**config.mk**
```make
export PLATFORM = sky130hd
export DESIGN_NAME = fwd_hazard_ctrl
export DESIGN_NICKNAME = d
export VERILOG_FILES = /design/src/rtl/fwd_hazard_ctrl.sv
export SDC_FILE = /design/constraint.sdc
export NUM_CORES = 1
export LEC_CHECK = 0
export BUFFER_PORTS_ARGS = -buffer_cell sky130_fd_sc_hd__buf_2
export CORE_ASPECT_RATIO = 1.5
export CORE_MARGIN = 10
export CORE_UTILIZATION = 47
export DETAILED_ROUTE_END_ITERATION = 12
export PLACE_DENSITY = 0.71
export SYNTH_ARGS = -nofsm -noshare
export SYNTH_HDL_FRONTEND = slang
export SYNTH_SLANG_ARGS = --single-unit
```
**constraint.sdc**
```tcl
create_clock -name clk -period 1.4 [get_ports clk]
set_input_delay 0.07 -clock clk [delete_from_list [all_inputs] [get_ports clk]]
set_output_delay 0.07 -clock clk [all_outputs]
set_load 0.005 [all_outputs]
```
**src/rtl/fwd_hazard_ctrl.sv**
```systemverilog
// Operand-forwarding mux selects and load-use stall for the 5-stage pipeline.
// Optional perf counters (stall_cnt, fwd_cnt) are enabled by defining FWD_HAZARD_PERF_EN.
module fwd_hazard_ctrl #(
    parameter int REG_ADDR_W = 5,
    parameter int CNT_W      = 32
) (
    input  logic                  clk,
    input  logic                  rst_n,
    input  logic                  id_valid,
    input  logic [REG_ADDR_W-1:0] id_rs1,
    input  logic [REG_ADDR_W-1:0] id_rs2,
    input  logic [REG_ADDR_W-1:0] id_rd,
    input  logic                  id_we,
    input  logic                  id_is_load,
    input  logic                  flush,
    output logic                  fwd_a_mem,
    output logic                  fwd_a_wb,
    output logic                  fwd_b_mem,
    output logic                  fwd_b_wb,
    output logic                  stall
`ifdef FWD_HAZARD_PERF_EN
    ,
    output logic [CNT_W-1:0]      stall_cnt,
    output logic [CNT_W-1:0]      fwd_cnt
`endif
);

    logic                  ex_valid_q, ex_we_q, ex_load_q;
    logic [REG_ADDR_W-1:0] ex_rs1_q, ex_rs2_q, ex_rd_q;
    logic                  mem_valid_q, mem_we_q, mem_load_q;
    logic [REG_ADDR_W-1:0] mem_rd_q;
    logic                  wb_valid_q, wb_we_q;
    logic [REG_ADDR_W-1:0] wb_rd_q;

    logic ex_valid_d, mem_valid_d;
    logic ex_writes, mem_writes, wb_writes;
    logic mem_hit_a, mem_hit_b;

    assign ex_writes  = ex_valid_q  & ex_we_q  & (ex_rd_q  != '0);
    assign mem_writes = mem_valid_q & mem_we_q & (mem_rd_q != '0);
    assign wb_writes  = wb_valid_q  & wb_we_q  & (wb_rd_q  != '0);

    assign stall = ~flush & id_valid & ex_load_q & ex_writes &
                   ((ex_rd_q == id_rs1) | (ex_rd_q == id_rs2));

    // Forward selects depend on flops only, so they never glitch with ID inputs.
    assign mem_hit_a = ex_valid_q & mem_writes & (mem_rd_q == ex_rs1_q);
    assign mem_hit_b = ex_valid_q & mem_writes & (mem_rd_q == ex_rs2_q);

    assign fwd_a_mem = mem_hit_a & ~mem_load_q;
    assign fwd_b_mem = mem_hit_b & ~mem_load_q;
    assign fwd_a_wb  = ex_valid_q & wb_writes & (wb_rd_q == ex_rs1_q);
    assign fwd_b_wb  = ex_valid_q & wb_writes & (wb_rd_q == ex_rs2_q);

    assign ex_valid_d  = id_valid & ~stall & ~flush;
    assign mem_valid_d = ex_valid_q & ~flush;

    always_ff @(posedge clk or negedge rst_n) begin
        if (!rst_n) begin
            ex_valid_q  <= 1'b0;
            ex_rs1_q    <= '0;
            ex_rs2_q    <= '0;
            ex_rd_q     <= '0;
            ex_we_q     <= 1'b0;
            ex_load_q   <= 1'b0;
            mem_valid_q <= 1'b0;
            mem_rd_q    <= '0;
            mem_we_q    <= 1'b0;
            mem_load_q  <= 1'b0;
            wb_valid_q  <= 1'b0;
            wb_rd_q     <= '0;
            wb_we_q     <= 1'b0;
        end else begin
            ex_valid_q  <= ex_valid_d;
            ex_rs1_q    <= id_rs1;
            ex_rs2_q    <= id_rs2;
            ex_rd_q     <= id_rd;
            ex_we_q     <= id_we;
            ex_load_q   <= id_is_load;
            mem_valid_q <= mem_valid_d;
            mem_rd_q    <= ex_rd_q;
            mem_we_q    <= ex_we_q;
            mem_load_q  <= ex_load_q;
            wb_valid_q  <= mem_valid_q;
            wb_rd_q     <= mem_rd_q;
            wb_we_q     <= mem_we_q;
        end
    end

    // The load-use stall makes a load in MEM feeding EX unreachable.
    a_no_load_fwd: assert property (@(posedge clk) disable iff (!rst_n)
        !(mem_load_q & (mem_hit_a | mem_hit_b)));

`ifdef FWD_HAZARD_PERF_EN
    logic [CNT_W-1:0] stall_cnt_q, stall_cnt_d;
    logic [CNT_W-1:0] fwd_cnt_q, fwd_cnt_d;
    logic [2:0]       fwd_inc;
    logic [CNT_W:0]   fwd_sum;

    assign fwd_inc = {2'b00, fwd_a_mem} + {2'b00, fwd_a_wb} +
                     {2'b00, fwd_b_mem} + {2'b00, fwd_b_wb};
    assign fwd_sum = {1'b0, fwd_cnt_q} + (CNT_W+1)'(fwd_inc);

    always_comb begin
        stall_cnt_d = stall_cnt_q;
        if (stall && (stall_cnt_q != '1))
            stall_cnt_d = stall_cnt_q + 1'b1;
        fwd_cnt_d = fwd_sum[CNT_W] ? '1 : fwd_sum[CNT_W-1:0];
    end

    always_ff @(posedge clk or negedge rst_n) begin
        if (!rst_n) begin
            stall_cnt_q <= '0;
            fwd_cnt_q   <= '0;
        end else begin
            stall_cnt_q <= stall_cnt_d;
            fwd_cnt_q   <= fwd_cnt_d;
        end
    end

    assign stall_cnt = stall_cnt_q;
    assign fwd_cnt   = fwd_cnt_q;
`endif

endmodule
```
==> results by stage, run 1 <==
Place:
- The count of buffers added on input and output ports is 25.
- The global placement routability congestion is between 0.7 and 0.8.
- The placed cell area is roughly 0.0015 sq mm.
- The wire-length estimate of the detail-placed layout is 1.908 mm.

Floorplanning:
- The initial utilization of the core area, before any placement, comes to 0.4995.
- In this run the vertical extent of the chip is roughly 83 microns.
- 26 I/O pins were placed.
- Measured along the x axis, the die boundary spans between 60 and 70 microns.
- The area of the core is 0.002505 sq mm.
- The initialized floorplan defines 22 standard-cell rows.
- The overall die area is slightly above 0.005 sq mm.

Power:
- Of the total power, the share spent switching nets is 0.2405.
- For this design the static power due to leakage is 0.8131 nW.
- For this design the total switching power over the nets is between 0.4 and 0.5 mW.
- The power density over the cells is slightly below 1000 mW/mm^2.
- The share of total power dissipated in the clock network is 0.291.
- The cell-internal power is roughly 1.4 mW.
- The relative contribution of sequential cells to total power is 0.576.
- VDD sags by at most around 1 mV.
- The logic gate share of total power is 0.133.

Timing:
- The number of hold violations in the final report was 0.
- The maximum frequency from static timing analysis is roughly 570 MHz.
- The clock tree skew after final layout is about 0.0033 ns.
- Setup repair after global routing could not meet its margin everywhere.
- The share of the clock period used by the worst path after layout is 1.263.
- The worst slew slack as a fraction of its limit is 0.5410.
- Setup violations remaining at the end of the flow were counted as 5.
- The time the worst path needs with I/O delays and setup is approximately 1.8 ns.
- The worst setup slack after layout is -0.3687 ns.
- The transition at the pin with the smallest max-transition slack is about 0.7 ns.
- The count of final max-slew check failures is 0.

Yosys:
- The number of instances in the synthesized netlist is a little under 90.
- After synthesis, the mean cell area works out to ~14 sq um.
- The Yosys step of the flow raised 0 warnings.
- The proportion of netlist area held by the largest area contributor is 0.6600.
- The count of flip-flops with a built-in enable after synthesis is 0.
- For this run, the register share of the synthesized area comes to 0.6600.
- The largest area contributor in the netlist is dfrtp_1.
- The number of distinct standard cells referenced by the synthesized netlist is 17.
- The most common cell in the synthesized netlist is dfrtp_1.
- Ranked by instance count, the synthesized netlist is headed by dfrtp_1, xor2_1, xnor2_1, nand3_1, nor4_1.
- In the synthesized netlist the dominant register cell turns out to be dfrtp_1.
- The synthesized net count is 108.
- The share of async-settable or async-resettable flops after synthesis is 1.000.
- The netlist area before placement is about 0.0013 sq mm.
- After synthesis the netlist holds a flip-flop and latch count of 33.
- Yosys attributes the largest share of cell area to dfrtp_1, xor2_1, xnor2_1.

Routing:
- The wire length per cell is roughly 15 microns.
- The post-route DRC violation count is 0.
- The violation count after the first detailed-route iteration is 7.
- The top routing layer in use is met4.
- The amount of wire on met2 after detailed routing is 1.518 mm.
- After detailed routing, the number of vias per cell comes to 4.769.
- The detail route stage leaves a number of antenna-violating nets equal to 0.
- Summed over all nets, wire length on met3 after detailed routing comes to 147 microns.
- The first detailed-routing pass took 4 iterations.
- After detailed routing, the total wire length is 2.703 mm.
- For this block, the via count after detailed routing is approximately 890.
- The detailed-route wire length on metal 1 is roughly 970 microns.

Finish:
- After the last flow step, the layout net total stands at 171.
- With fillers left out, the area of the finished cells amounts to 0.001834 sq mm.
- At the end of the flow the core is filled with cells to 0.7323.
- The layout cell share with drive strength beyond 1 is 0.3733.
- The layout overhead on the synthesized area is 46.60%.
- The diode insertion count for antenna repair is 0.

Global route:
- Entering global routing, the biggest net connects 34 pins.
- The first global-routing pass estimated around 4.7 mm of wire.
- The number of global-route vias before repair came to around 1000.
- For this run, the total global-route usage over all layers was measured as 0.1142.
- The number of antenna violations at the first check in global routing came to 0.
- The final global-route overflow total is 0.

Worst setup path:
- In this run the worst path has a maximum fanout of 2.
- The type of the worst setup path is flip-flop to output port.
- The data required time of the worst path is roughly 1.3 ns.
- The capturing element type of the critical path is an output port.
- The worst setup path is launched from a flip-flop.
- The signal arrival time at the worst endpoint is approximately 1.7 ns.

Clock network:
- The count of H-tree levels built during CTS is 2.
- The clock insertion delay at the later pin of the skew report is 0.32 ns.
- The total clock buffers created by CTS is 5.
- The buffer levels on the longest clock path is 2.
- Clock tree synthesis found a total of 33 sinks.
- In this run the clock root is driven by a clkbuf_4.
- Clock-pin slew was measured on the worst setup and hold paths at approximately 0.090 ns.
- The TritonCTS clock tree is yes.

Run:
- The reported max-cap violation count is 0.

Outcome:
- The run finished, with violations left.
- The final reports fail on negative setup slack.

Worst hold path:
- The class of the tightest hold or removal check is input pin to flip-flop.
-- state kept, by name, indices dropped and copies added (netlist names) --
register,cells
ex_rd_q,5
ex_rs1_q,5
ex_rs2_q,5
mem_rd_q,5
wb_rd_q,5
ex_load_q,1
ex_valid_q,1
ex_we_q,1
mem_load_q,1
mem_valid_q,1
mem_we_q,1
wb_valid_q,1
wb_we_q,1
-- repair_timing --
item	4_1_cts	5_1_grt
endpoints found under the setup margin	5	6
buffers inserted	2	1
gates resized for setup	7	7
endpoints found under the hold margin	51	0
hold buffers	19	0
pin swaps	7	6
-- cell families after synthesis --
family                    share of synthesized area
DFF                                          0.6600
xor gates and xnor gates                     0.2100
and+or+nand+nor                             0.09300
AOI/OAI and AO/OA                           0.03700
-- through the flow --
step / worst slack, ns / power [mW] / std cells / setup TNS (ns) / hold WS, ns
detailed placement: -0.09670 / 1.234 / 157 / -0.2716 / 0.1498
floorplan: 0.1004 / 1.135 / 87 / 0 / -0.2256
CTS: -0.3992 / 1.807 / 185 / -1.713 / 0.08417
global placement: -0.09895 / 1.227 / 157 / -0.2115 / 0.1427
global route: -0.4342 / 1.892 / 186 / -1.928 / 0.1054
finish: -0.3687 / 1.809 / 186 / -1.597 / 0.09954
-- layout by cell type (no fill, tap or decap) --
| master | instances |
|---|---|
| a22oi_2 | 1 |
| and4b_1 | 1 |
| buf_2 | 25 |
| buf_4 | 12 |
| clkbuf_1 | 1 |
| clkbuf_4 | 5 |
| clkbuf_8 | 1 |
| dfrtp_1 | 33 |
| dlygate4sd3_1 | 19 |
| nand2b_1 | 1 |
| nand3_1 | 4 |
| nor2_1 | 2 |
| nor2b_1 | 1 |
| nor3_1 | 1 |
| nor3_2 | 2 |
| nor4_1 | 1 |
| nor4_2 | 3 |
| o2111ai_2 | 1 |
| o2111ai_4 | 1 |
| o21ai_4 | 1 |
| o21ba_1 | 1 |
| or4_4 | 3 |
| xnor2_1 | 11 |
| xnor2_2 | 1 |
| xor2_1 | 18 |
-- final cells by class --
type                            instances  area, sq um
Sequential cell                        33        825.8
Fill cell                             178        670.6
Multi-Input combinational cell         54        503.0
Timing Repair Buffer                   56        405.4
Clock buffer                            7        55.05
Tap cell                               36        45.04
-- final timing paths --
kind,start,to,cells after the start,slack (ns)
setup / recovery,wb_rd_q[1],fwd_b_wb,4,-0.37
hold / removal,id_valid,ex_valid_q,3,0.1
setup reg to reg,ex_rd_q[2],ex_valid_q,3,0.06
hold reg to reg,mem_valid_q,wb_valid_q,0,0.37
max in group asynchronous,rst_n,mem_rd_q[1],2,0.63
min in group asynchronous,rst_n,ex_rd_q[1],2,0.33
-- per-layer routing --
metal  up-vias  track usage
met5         -            0
met4         0      0.06861
met3         7      0.03898
met2        25       0.2071
met1       431       0.1056
li1        424            -
-- power groups by stage --
stage	combinational [mW]	sequential (mW)	clock (mW)
after global routing	0.265	1.05	0.577
after CTS	0.226	1.04	0.538
after detailed placement	0.174	1.06	0
after global placement	0.171	1.06	0
after floorplan	0.0786	1.06	0
final	0.240	1.04	0.527
-- critical path, stage by stage (launching register included) --
cell and delay [ns]:
dfrtp_1 0.39, or4_4 0.56, o2111ai_4 0.22, nor4_1 0.08, buf_2 0.13
(Power assumes the default switching activity.)
==> run 2, diff against run 1 <==
Settings changed: ABC_AREA set to 1, CORE_UTILIZATION 47 to 53, PLACE_DENSITY 0.71 to 0.75.
Clock period 1.4 ns to 1.9 ns, I/O delays scaled along.
==> run 2 against run 1 <==
  * The run now ends clean
  * Final cell count grew 14%
  * Cell area shrank 4.6%
  * Sequential power shrank 26%
  * Critical path type unchanged
  * Combinational power shrank 37%
  * Register-to-register slack gained 0.72 ns
  * Die area shrank 3.4%
  * Setup slack gained 0.75 ns
  * Core utilization shrank 1.8 points
==> results by stage, run 2 <==
Outcome:
- The run finished with clean final reports.

Clock network:
- The total clock buffers created by CTS was 5 (unchanged).
- The post-CTS setup buffer count was 0 (-2).
- The buffer levels on the longest clock path is 2 (unchanged).
- The count of instances resized after the clock tree is built is 0 (-7).
- The buffer cell driving the clock tree root is clkbuf_4.
- The clock insertion delay at the later pin of the skew report is 0.33 ns (about the same).
- The number of sinks handled by clock tree synthesis came to 33 (unchanged).
- The TritonCTS clock tree is yes.
- The clock-pin slew on the worst setup and hold paths came to 0.09 ns (about the same).
- The count of H-tree levels built during CTS was 2 (unchanged).

Power:
- The relative contribution of sequential cells to total power came to 0.601 (+0.025).
- The part of the power in the clock network is 0.281 (-0.010).
- The power after layout is 1.281 mW (-29%).
- The leakage power is 0.8861 nW (+9.0%).
- The switching part of the total power was 0.2505 (+0.009929).
- The power density over the cells is 731.6 mW/mm^2 (-26%).
- The worst supply voltage drop on vdd was 0.5672 mV (-43%).
- The cell-internal power is 0.9599 mW (-30%).
- The switching power summed over all nets is 0.3208 mW (-26%).
- The logic gate share of total power is 0.118 (-0.015).

Routing:
- The count of vias placed by the detailed router is 1042 (+17%).
- The wire length per cell came to 13.03 microns (-10%).
- The violation count after the first detailed-route iteration came to 10 (+3).
- The remaining number of nets flagged by the antenna check after routing is 0 (unchanged).
- The mean number of vias per cell is 4.915 (+3.1%).
- The total iterations of the first detailed-routing run came to 4 (unchanged).
- The total wirelength of the detailed-routed design is 2.763 mm (+2.2%).
- The post-route DRC violation count is 0 (unchanged).

Yosys:
- The number of instances in the synthesized netlist is 135 (+55%).
- By count the netlist is led by dfrtp_1, nand2_1, inv_1, nor2_1, xnor2_1.
- The post-synthesis sequential element count is 33 (unchanged).
- The netlist area before placement is 0.001344 sq mm (+7.4%).
- The prevailing post-synth register cell is dfrtp_1.
- dfrtp_1 takes more of the synthesized area than any other cell.
- The share of async-settable or async-resettable flops after synthesis is 1.000 (unchanged).
- Among all cell types in the netlist, the one instantiated most often is dfrtp_1.
- The count of synthesis-stage warnings from yosys is 0 (unchanged).
- The average footprint of a synthesized cell is 9.954 sq um (-31%).
- The count of flip-flops with a built-in enable after synthesis is 0 (unchanged).
- The synthesized net count is 156 (+44%).
- The number of distinct standard cells referenced by the synthesized netlist was 15 (-2).
- The sequential share of the synthesized area is 0.6145 (-0.04547).
- By area the synthesized netlist is led by dfrtp_1, xnor2_1, nand2_1.
- The proportion of netlist area held by the largest area contributor is 0.6145 (-0.04547).

Worst setup path:
- Walking the worst path, the cells encountered are nor2_1, nor2_1, nor2_1, nand3_1, a21oi_1, buf_2.
- The data required time of the worst path is 1.80 ns (+0.47 ns).
- The cell family contributing the most delay on the critical path is flip-flops.
- The peak per-stage delay on the critical path was 0.44 ns (-0.12 ns).
- The type of the worst setup path is flip-flop to output port.
- Among all stages on the critical path, the largest delay is contributed by dfrtp_1.
- The maximum fanout encountered on the critical timing path is 6 (+4).
- The buffers plus inverters on the worst setup path is 1 (unchanged).
- STA classifies the critical path endpoint as an output port.
- The signal arrival time at the worst endpoint is 1.43 ns (-0.27 ns).
- In this design, the critical path's most frequently occurring cell is nor2_1.
- STA classifies the critical path startpoint as a flip-flop.

Finish:
- The final layout net count is 208 (+22%).
- The layout overhead on the synthesized area is 30.26%.
- Leaving out fill and tap cells, the most frequent cells in the layout are dfrtp_1, nand2_1, buf_2, dlygate4sd3_1, inv_1.
- The diode insertion count for antenna repair came to 0 (unchanged).
- The design area is 0.001750 sq mm (-4.6%).
- The filler cell count in the final layout came to 168 (-5.6%).
- The layout cell share with drive strength beyond 1 is 0.1809 (-0.1925).
- Leaving out fill and tap cells, the most frequent cell in the layout is dfrtp_1.
- The core occupancy in the finished layout is 0.7145 (-0.01776).

Timing:
- The clock tree skew after final layout is 0.005955 ns (+0.002676 ns).
- The transition at the pin with the smallest max-transition slack came to 0.6781 ns (-0.01038 ns).
- Setup repair after global routing left no endpoint under its margin.
- The worst setup slack after layout is 0.3793 ns (+0.7480 ns).
- The final count of negative-setup-slack endpoints came to 0 (-5).
- The count of final max-slew check failures is 0 (unchanged).
- The time the worst path needs with I/O delays and setup is ~1.5 ns.
- The number of hold violations in the final report was 0 (unchanged).
- The summed negative setup slack over all endpoints is 0 ns (+1.597 ns).
- The share of the clock period used by the worst path after layout is 0.8004.
- The worst slew slack as a fraction of its limit is 0.5480 (+0.006919).
- The maximum frequency from static timing analysis is between 600 and 700 MHz.

Floorplanning:
- The vertical die dimension is 81.67 microns (-1.8%).
- The overall die area is 0.004991 sq mm (-3.4%).
- The area of the core came to 0.002450 sq mm (-2.2%).
- The standard-cell row count is 22 (unchanged).
- The number of primary I/O pins was 26 (unchanged).
- The initial cell density of the core was 0.5485 (+0.04902).
- The horizontal extent of the die is 61.12 microns (-1.6%).

Global route:
- The maximum number of pins on one net before global-route repair is 34 (unchanged).
- The wire length of the first global-routing pass is 4.754 mm (+1.9%).
- The number of antenna violations at the first check in global routing is 0 (unchanged).
- The final global-route overflow total is 0 (unchanged).
- The number of global-route vias before repair is 1142 (+8.9%).
- The global-route usage over all layers was 0.1316 (+0.01734).

Place:
- The post-detailed-placement half-perimeter wirelength is 2.056 mm (+7.8%).
- The placed cell area was 0.001499 sq mm (+0.67%).
- The port buffer count is 25 (unchanged).
- The pre-CTS setup slack is 0.7469 ns (+0.8436 ns).
- The global placement routability congestion was 0.8481 (+8.0%).

Worst hold path:
- The path class of the tightest hold or removal check is input pin to async pin.

Run:
- The reported max-cap violation count came to 0 (unchanged).
## run 2: what timing repair did
item,CTS,global route
hold buffers,20,0
endpoints found under the hold margin,52,0
endpoints found under the setup margin,0,0
## run 2: cell type report
type	count	area [sq um]	area share
timing repair buffer	45	325.3	0.1858
clock inverter	2	10.01	0.005718
clock buffer	6	41.29	0.02359
multi-input combinational	84	450.4	0.2573
inverter	18	67.56	0.03860
sequential	33	825.8	0.4718
tap	24	30.03	0.01716
## run 2: worst paths after layout
kind	start	endpoint	slack, ns	depth (start not counted)
max reg2reg	ex_rd_q[0]	ex_valid_q	0.78	5
max in group asynchronous	rst_n	ex_rd_q[3]	1.14	2
min reg2reg	mem_we_q	wb_we_q	0.38	0
max	ex_rd_q[0]	stall	0.38	6
min	rst_n	ex_rd_q[0]	0.32	2
min in group clk	mem_we_q	wb_we_q	0.38	0
## run 2: kinds of logic after synthesis
family | after synthesis | synth area share
buffers and inverters | 18 | 0.05028
AND/OR/NAND/NOR | 60 | 0.1881
flip-flops | 33 | 0.6145
XOR/XNOR | 18 | 0.1173
AO/OA/AOI/OAI | 6 | 0.02980
## run 2: power groups by stage
| stage | Clock (mW) | Combinational, mW | Sequential (mW) |
|---|---|---|---|
| 2_1_floorplan | 0 | 0.0685 | 0.777 |
| 3_3_place_gp | 0 | 0.117 | 0.782 |
| 3_5_place_dp | 0 | 0.121 | 0.784 |
| 4_1_cts | 0.368 | 0.152 | 0.770 |
| 5_1_grt | 0.408 | 0.172 | 0.775 |
| 6_report | 0.359 | 0.152 | 0.770 |
## run 2: metal layers
metal | wire length, microns | vias to the layer above | global-route usage
li1 | - | 523 | -
met1 | 969 | 472 | 0.1241
met2 | 1513 | 36 | 0.2268
met3 | 165 | 11 | 0.05093
met4 | 114 | 0 | 0.08716
met5 | 0 | - | 0
## run 2: stage by stage
step	hold WS [ns]	cells
finish	0.3231	212
global route	0.3809	212
CTS	0.3402	212
detailed placement	0.1699	184
global placement	0.1681	184
floorplan	-0.2006	135
==> run 3, diff against run 2 <==
Clock period 1.9 ns to 1.51 ns, I/O delays scaled along.
==> run 3 against run 2 <==
  * Wire length is 3.8% higher
  * The flow now finishes with violations (negative setup slack)
  * Setup slack lost 0.39 ns
  * Via count grew 2.8%
  * First-iteration DRC count rose to 4.0 times the previous value
  * Power is 27% higher
  * Sequential share of layout area down 1.2 points
  * Largest power group unchanged
  * Sequential cell count did not move
  * Non-clock buffer count up 2
  * Sequential power up 26%
  * Final cell count up 0.94%
==> results by stage, run 3 (same netlist as run 2, synthesis figures left out) <==
Outcome:
- The run finished, with violations left.
- The checks that failed: negative setup slack.

Floorplanning:
- The standard-cell row count came to 22 (unchanged).
- The area of the core came to 0.002450 sq mm (unchanged).
- The horizontal extent of the die is 61.12 microns (unchanged).
- The overall die area is 0.004991 sq mm (unchanged).
- The initial cell density of the core was 0.5485 (unchanged).
- The vertical die dimension came to 81.67 microns (unchanged).
- The number of primary I/O pins is 26 (unchanged).

Worst setup path:
- The capturing element type of the critical path is an output port.
- The end point of the critical path is stall.
- The maximum fanout encountered on the critical timing path is 6 (unchanged).
- The critical path goes through nor2_2, nor2_1, nor2_1, nand3_1, a21oi_2, buf_2.
- The nature of the critical path startpoint is a flip-flop.
- The signal arrival time at the worst endpoint is 1.45 ns (+0.02 ns).
- The critical path in this run is classified as flip-flop to output port.
- The buffers plus inverters on the worst setup path is 1 (unchanged).
- The cell at the slowest stage of the critical path is dfrtp_2.
- The data required time of the worst path is 1.43 ns (-0.37 ns).
- The cell seen most often among critical-path stages is nor2_1.
- The reg-to-reg startpoint is ex_rd_q[0].
- The total number of cells along the worst setup path was 6 (unchanged).
- The depth of the worst register-to-register path was 7 (+2).
- The critical path starts at ex_rd_q[0].
- The slack of the worst reg-to-reg path was 0.28 ns (-0.50 ns).
- The peak per-stage delay on the critical path is 0.46 ns (+0.02 ns).
- The cell family contributing the most delay on the critical path is flip-flops.
- The endpoint of the most critical register-to-register path is ex_valid_q.

Routing:
- The wire length per cell came to 13.41 microns (+2.9%).
- The total wirelength of the detailed-routed design is 2.869 mm (+3.8%).
- The count of vias placed by the detailed router is 1071 (+2.8%).
- The violation count after the first detailed-route iteration is 40 (+30).
- The post-route DRC violation count was 0 (unchanged).
- The mean number of vias per cell is 5.005 (+1.8%).
- The total iterations of the first detailed-routing run is 4 (unchanged).
- The remaining number of nets flagged by the antenna check after routing is 0 (unchanged).

Power:
- The cell-internal power is 1.213 mW (+26%).
- The logic gate share of total power is 0.124 (+0.006).
- The power density over the cells is 903.3 mW/mm^2 (+23%).
- The worst supply voltage drop on vdd is 0.7926 mV (+40%).
- The leakage power is 0.8941 nW (+0.90%).
- The switching power summed over all nets is 0.4153 mW (+29%).
- The switching part of the total power is 0.2550 (+0.004548).
- The part of the power in the clock network was 0.280 (about the same).
- The relative contribution of sequential cells to total power is 0.597 (-0.004).

Clock network:
- The buffer cell driving the clock tree root is clkbuf_4.
- The clock insertion delay at the later pin of the skew report is 0.33 ns (about the same).
- The total clock buffers created by CTS is 5 (unchanged).
- The number of sinks handled by clock tree synthesis came to 33 (unchanged).
- The count of H-tree levels built during CTS was 2 (unchanged).
- The clock-pin slew on the worst setup and hold paths is 0.10 ns (about the same).
- TritonCTS built the clock tree.
- The buffer levels on the longest clock path is 2 (unchanged).

Global route:
- The maximum number of pins on one net before global-route repair is 34 (unchanged).
- The global-route usage over all layers is 0.1311 (-0.0004365).
- The wire length of the first global-routing pass came to 4.823 mm (+1.5%).
- The final global-route overflow total was 0 (unchanged).
- The number of antenna violations at the first check in global routing is 0 (unchanged).
- The number of global-route vias before repair was 1129 (-1.1%).

Finish:
- The multi-input combinational cell area came to 484.2 sq um (+7.5%).
- Compared with the post-synthesis result, the final layout area differs by 34.17%.
- The filler cell count in the final layout is 157 (-6.5%).
- The library cell used most frequently in the layout, excluding fill and tap cells, is dfrtp_1.
- The top cell types in the final layout, fill and taps aside, are dfrtp_1, nand2_1, buf_2, dlygate4sd3_1, inv_1.
- The register area came to 829.5 sq um (+0.45%).
- The design area is 0.001803 sq mm (+3.0%).
- The non-filler instance count after layout is 214 (+0.94%).
- The diode insertion count for antenna repair is 0 (unchanged).
- The layout cell share with drive strength beyond 1 is 0.2579 (+0.07704).
- The final layout net count was 210 (+0.96%).

Timing:
- The worst hold slack is 0.3193 ns (-0.003818 ns).
- Dividing the final minimum period by the clock period gives 1.009.
- The worst setup slack after layout is -0.01388 ns (-0.3932 ns).
- The summed negative setup slack over all endpoints is -0.01388 ns (-0.01388 ns).
- The number of hold violations in the final report came to 0 (unchanged).
- The final count of negative-setup-slack endpoints came to 1 (+1).
- The routed design could run at a clock period as short as between 1.5 and 2 ns.
- The worst slew slack as a fraction of its limit is 0.5393 (-0.008624).
- Setup repair after global routing could not meet its margin everywhere.
- The transition at the pin with the smallest max-transition slack is 0.6910 ns (+0.01294 ns).
- The count of final max-slew check failures is 0 (unchanged).
- The clock tree skew after final layout is 0.007382 ns (+0.001427 ns).
- Derived from the worst setup path, the maximum achievable clock frequency is between 600 and 700 MHz.

Worst hold path:
- The min-delay analysis places its worst path in the category input pin to async pin.

Place:
- The port buffer count is 25 (unchanged).
- The number of instances in the placed design is 184 (unchanged).
- The global placement routability congestion was 0.8480 (about the same).
- The post-detailed-placement half-perimeter wirelength was 2.050 mm (-0.30%).
- The placed cell area came to 0.001499 sq mm (unchanged).

Run:
- The reported max-cap violation count is 0 (unchanged).
## run 3: through the flow
step	setup WS [ns]	power [mW]	util
finish	-0.01388	1.629	0.7360
global route	-0.1176	1.715	0.7360
CTS	0.005369	1.626	0.7145
detailed placement	0.3758	1.139	0.6118
global placement	0.3796	1.131	0.6118
floorplan	0.5558	1.064	-
## run 3: area by class of cell
type / instances / area share
inverters: 18 / 0.03747
clock inverters: 2 / 0.005552
well taps: 24 / 0.01666
clock buffers: 6 / 0.02290
repair buffers: 47 / 0.1888
multi-input cells: 84 / 0.2686
flip-flops and latches: 33 / 0.4601
## run 3: worst min-delay path by stage
stage,from,end,slack (ns),cells after the start
after detailed placement,rst_n,ex_load_q,0.16,1
after global routing,rst_n,ex_rs1_q[1],0.37,2
after global placement,rst_n,ex_load_q,0.15,1
after CTS,rst_n,ex_load_q,0.33,2
after floorplan,rst_n,ex_load_q,-0.22,0
final,rst_n,ex_we_q,0.32,2
## run 3: power groups by stage
stage	clock network (mW)	registers (mW)	logic (mW)
floorplan	0	0.978	0.0862
global placement	0	0.984	0.147
detailed placement	0	0.986	0.153
CTS	0.465	0.969	0.192
global route	0.512	0.979	0.225
finish	0.455	0.971	0.202
## run 3: per-layer routing
metal / part of all wire / GRT usage
met5: 0 / 0
met4: 0.029 / 0.06422
met3: 0.058 / 0.05093
met2: 0.54 / 0.2279
met1: 0.37 / 0.1313
## run 3: timing repair
action | in CTS | in global routing
endpoints found under the setup margin | 0 | 5
endpoints found under the hold margin | 52 | 0
gates resized for setup | 0 | 13
hold buffers | 20 | 0
setup buffers | 0 | 2
